**src/rtl/div_issue_queue.sv**
```systemverilog
// Operand FIFO feeding a multi-cycle divider, with a divide-by-zero bypass,
// a stale-done-safe completion wait and a timeout-protected result register.
module div_issue_queue #(
   parameter int W       = 4,
   parameter int DEPTH   = 4,
   parameter int TIMEOUT = 32
) (
   input  logic         clk,
   input  logic         rst_n,
   input  logic         in_valid,
   output logic         in_ready,
   input  logic [W-1:0] in_dividend,
   input  logic [W-1:0] in_divisor,
   output logic         div_start,
   output logic [W-1:0] div_dividend,
   output logic [W-1:0] div_divisor,
   input  logic [W-1:0] div_quotient,
   input  logic [W-1:0] div_remainder,
   input  logic         div_done,
   output logic         out_valid,
   input  logic         out_ready,
   output logic [W-1:0] out_quotient,
   output logic [W-1:0] out_remainder,
   output logic         out_dbz,
   output logic         out_tmo,
   output logic         busy
);

   localparam int AW = $clog2(DEPTH);
   localparam int CW = $clog2(TIMEOUT + 1);

   typedef enum logic [1:0] {IDLE, ISSUE, WAIT} state_t;

   state_t        state, state_n;
   logic [W-1:0]  fifo_dd [DEPTH];
   logic [W-1:0]  fifo_dv [DEPTH];
   logic [AW-1:0] wptr, rptr;
   logic [AW:0]   count;
   logic [CW-1:0] wcnt;
   logic          push, pop, out_free, full, head_zero, cap, tmo;

   assign full      = (count == (AW+1)'(DEPTH));
   assign in_ready  = !full;
   assign push      = in_valid && in_ready;
   assign out_free  = !out_valid || out_ready;
   assign pop       = (state == IDLE) && (count != '0) && out_free;
   assign head_zero = (fifo_dv[rptr] == '0);
   assign div_start = (state == ISSUE);
   assign busy      = (state != IDLE) || (count != '0);

   always_ff @(posedge clk) begin
      if (push) begin
         fifo_dd[wptr] <= in_dividend;
         fifo_dv[wptr] <= in_divisor;
      end
   end

   always_ff @(posedge clk or negedge rst_n) begin
      if (!rst_n) begin
         wptr  <= '0;
         rptr  <= '0;
         count <= '0;
      end else begin
         if (push) wptr <= wptr + AW'(1);
         if (pop)  rptr <= rptr + AW'(1);
         if (push && !pop)      count <= count + (AW+1)'(1);
         else if (pop && !push) count <= count - (AW+1)'(1);
      end
   end

   always_ff @(posedge clk or negedge rst_n) begin
      if (!rst_n) state <= IDLE;
      else        state <= state_n;
   end

   // Counter value 0 is the first WAIT cycle; a done seen there is left over
   // from a previous operation and is ignored.
   always_comb begin
      state_n = state;
      cap     = 1'b0;
      tmo     = 1'b0;
      case (state)
         IDLE:  if (pop && !head_zero) state_n = ISSUE;
         ISSUE: state_n = WAIT;
         WAIT: begin
            if (wcnt != '0 && div_done) begin
               cap     = 1'b1;
               state_n = IDLE;
            end else if (wcnt == CW'(TIMEOUT - 1)) begin
               tmo     = 1'b1;
               state_n = IDLE;
            end
         end
         default: state_n = IDLE;
      endcase
   end

   always_ff @(posedge clk or negedge rst_n) begin
      if (!rst_n)              wcnt <= '0;
      else if (state != WAIT)  wcnt <= '0;
      else                     wcnt <= wcnt + CW'(1);
   end

   always_ff @(posedge clk or negedge rst_n) begin
      if (!rst_n) begin
         div_dividend <= '0;
         div_divisor  <= '0;
      end else if (pop) begin
         div_dividend <= fifo_dd[rptr];
         div_divisor  <= fifo_dv[rptr];
      end
   end

   always_ff @(posedge clk or negedge rst_n) begin
      if (!rst_n) begin
         out_valid     <= 1'b0;
         out_quotient  <= '0;
         out_remainder <= '0;
         out_dbz       <= 1'b0;
         out_tmo       <= 1'b0;
      end else if (pop && head_zero) begin
         out_valid     <= 1'b1;
         out_quotient  <= '1;
         out_remainder <= fifo_dd[rptr];
         out_dbz       <= 1'b1;
         out_tmo       <= 1'b0;
      end else if (cap) begin
         out_valid     <= 1'b1;
         out_quotient  <= div_quotient;
         out_remainder <= div_remainder;
         out_dbz       <= 1'b0;
         out_tmo       <= 1'b0;
      end else if (tmo) begin
         out_valid     <= 1'b1;
         out_quotient  <= '0;
         out_remainder <= '0;
         out_dbz       <= 1'b0;
         out_tmo       <= 1'b1;
      end else if (out_valid && out_ready) begin
         out_valid     <= 1'b0;
      end
   end

endmodule

```
**config.mk**
```make
export PLATFORM = sky130hd
export DESIGN_NAME = div_issue_queue
export DESIGN_NICKNAME = d
export VERILOG_FILES = /design/src/rtl/div_issue_queue.sv
export SDC_FILE = /design/constraint.sdc
export NUM_CORES = 1
export LEC_CHECK = 0
export ABC_AREA = 1
export BUFFER_PORTS_ARGS = -buffer_cell sky130_fd_sc_hd__buf_2
export CAP_MARGIN = 20
export CORE_UTILIZATION = 55
export CTS_BUF_LIST = sky130_fd_sc_hd__clkbuf_8
export DETAILED_ROUTE_END_ITERATION = 10
export GPL_ROUTABILITY_DRIVEN = 0
export GPL_TIMING_DRIVEN = 0
export PLACE_DENSITY = 0.77
export SLEW_MARGIN = 20
export SYNTH_ARGS = -nofsm -noshare
export SYNTH_HDL_FRONTEND = slang
export SYNTH_SLANG_ARGS = --single-unit
export TNS_END_PERCENT = 30
```
**constraint.sdc**
```tcl
create_clock -name clk -period 3.2 [get_ports clk]
set_clock_uncertainty 0.1 [all_clocks]
set_input_delay 0.16 -clock clk [delete_from_list [all_inputs] [get_ports clk]]
set_output_delay 0.16 -clock clk [all_outputs]
set_load 0.1 [all_outputs]
```
==> impl_metrics.toml <==
[outcome]
outcome = "completed"

[hold_path]
worstHoldEndpoint = "out_remainder[1]$_DFFE_PN0P_"
holdPathStages = 5
hold_path.class = "in -> reg"
hold_path.startpoint = "div_remainder[1]"

[floorplanning]
initial_core_util_pct = 58.8
placementRows = 25
die_w_um = 74.0
die_y_um = 74.0
core_um2 = 4850
io_pins = 43
dieArea_um2 = 5470

[yosys]
synth.most_common_cell = "nand2_1"
synthCells = 268
synth_top_cell_area_share_pct = 33.7
synthTopCellsByCount = "67 x nand2_1, 34 x dfrtp_1, 32 x edfxtp_1, 24 x inv_1, 24 x nor2_1"
synth-async-reset-ratio_pct = 51.5
netlist-cell-type-count = 28
yosys_most_used_dff = "dfrtp_1"
syn_area_um2 = 2850
ys_ff_latch = 66
yosys-top-cells-area = "edfxtp_1 34%, dfrtp_1 30%, nand2_1 8.8%"
synth_area_per_cell_um2 = 10.6
synth_top_area_cell = "edfxtp_1"
syn-num-nets = 297
synth_edf_count = 32
ys.warnings.count = 0
synth_seq_area_share_pct = 63.6

[route]
wl_per_cell_um = 13.6
num_vias = 2036
wl_um = 5550
via_per_inst = 5.00
route.detailed.drc = 0
drt_iter0_drc = 111
antenna_left = 0
drt_first_pass_iters = 4

[place]
port_buffers = 42
dp_slack_ns = 0.574
dpl.cell_count = 377
dp_hpwl_um = 3630
place_area_um2 = 3140

[timing]
worst_pin_slew_ns = 0.758
period_share_pct = 84.5
hold_viol = 0
fin_tns_setup_ns = 0
slew_headroom_pct = 49.3
worst_slack_ns = 0.496
fmax_ghz = 0.370
slew_violations = 0
finalSetupViolCount = 0
period_needed_ns = 2.70
rsz0062_at_grt = "false"

[critical_path]
reg2regPathDepth = 10
critPathKind = "reg -> reg"
r2r-start = "count[1]$_DFFE_PN0P_"
crit_path_end_kind = "flop"
rr_endpoint = "count[2]$_DFFE_PN0P_"
rrSetupSlack_ns = 0.50
cp_max_fo = 10
crit_required_ns = 3.33
cp-start-kind = "flop"
worstPathArrival_ns = 2.83

[clock_network]
clock_sinks = 66
cts-root-buf = "clkbuf_8"
post_cts_resized = 0
clock_latency_ns = 0.34
cts_tree = "built"
cts_buffers = 9
h-tree-depth = 3
clk_pin_slew_ns = 0.07
clockBufferDepth = 2

[global_route]
grt_max_degree = 35
grt.overflow.total = 0
grt_pass1_vias = 1889
grt.total_usage_pct = 22.3
antenna_found_initial = 0
grt_pass1_wl_um = 8700

[flow_run]
max_cap_viol_count = 0

[layout]
stdcell_count = 407
diodes = 0
area_delta_synth_final_pct = 22.3
nets = 364
drive_gt1_share_pct = 22.9
final_area_um2 = 3490
flip-flops by register name, indices dropped and copies added, names as in the netlist:
signal	cells
rptr	2
count	3
out_dbz	1
fifo_dd	16
out_valid	1
wptr	2
out_quotient	4
out_remainder	4
out_tmo	1
fifo_dv	16
div_divisor	4
div_dividend	4
state	2
wcnt	6
layer usage:
metal | share of wire [%] | global-route usage [%]
met1 | 44 | 29.1
met2 | 50 | 36.2
met3 | 4.8 | 5.83
met4 | 1.1 | 8.55
met5 | 0 | 0
layout make-up:
type | instances | area, µm²
buffer | 8 | 60.1
inverter | 26 | 100
timing repair buffer | 56 | 350
fill | 340 | 1360
sequential | 66 | 1810
clock inverter | 6 | 65.1
tap | 67 | 83.8
clock buffer | 10 | 138
multi-input combinational | 168 | 878
cells by family (layout without fill, tap and decap cells):
| kind of cell | Yosys count | after routing | share of synthesized area (%) |
|---|---|---|---|
| AO/OA/AOI/OAI | 28 | 28 | 5.27 |
| XOR/XNOR | 5 | 5 | 1.54 |
| adder cells (fa/ha/maj) | 8 | 8 | 3.78 |
| buffers and inverters | 34 | 106 | 5.62 |
| flip-flops | 66 | 66 | 63.6 |
| multiplexers | 1 | 1 | 0.395 |
| AND/OR/NAND/NOR | 126 | 126 | 19.8 |
cells in the final DEF (no fill, tap or decap), types with 2 or more instances in the layout:
cell           Yosys  layout
nor3_1             4       4
nand2_2            3       3
clkinv_2           0       2
dfrtp_1           34      34
a21oi_1            4       4
dlygate4sd3_1      0      14
ha_1               7       7
o21ai_0           19      19
buf_6              3       3
nand3_1           19      19
edfxtp_1          32      32
o22ai_1            3       3
buf_2              3      45
nand3_2            6       6
nor2_1            24      24
nand2_1           67      67
inv_1             24      24
xor2_1             3       3
xnor2_1            2       2
clkbuf_8           0      10
through the flow:
stage	hold slack, ns	util (%)
2_1_floorplan	-0.236	-
3_3_place_gp	0.168	64.9
3_5_place_dp	0.163	64.9
4_1_cts	0.00120	71.9
5_1_grt	0.0254	71.9
6_report	0.00580	71.9
what timing repair did:
action                                 in CTS  in global routing
setup buffers                               0                  0
endpoints found under the hold margin      71                  0
hold buffers                               14                  0
critical path, cell delays in order (launching register included):
cell and delay [ns]:
dfrtp_1 0.43, nor3_1 0.32, nor3_1 0.11, inv_1 0.18, clkbuf_1 0.40, ha_1 0.23
inv_1 0.07, fa_1 0.38, a21oi_1 0.14, o21ai_0 0.11, xnor2_1 0.13
how the worst max path moves through the flow:
stage	startpoint	endpoint	slack (ns)
CTS	count[1]$_DFFE_PN0P_	count[2]$_DFFE_PN0P_	0.52
global placement	count[0]$_DFFE_PN0P_	count[2]$_DFFE_PN0P_	0.65
detailed placement	count[1]$_DFFE_PN0P_	count[2]$_DFFE_PN0P_	0.57
floorplan	out_valid$_DFFE_PN0P_	count[2]$_DFFE_PN0P_	0.47
global route	count[1]$_DFFE_PN0P_	count[2]$_DFFE_PN0P_	0.24
finish	count[1]$_DFFE_PN0P_	count[2]$_DFFE_PN0P_	0.50
Power is left out: the tool's default activity adds up to more than one toggle a clock period on the data nets, which glitch-free logic cannot reach.
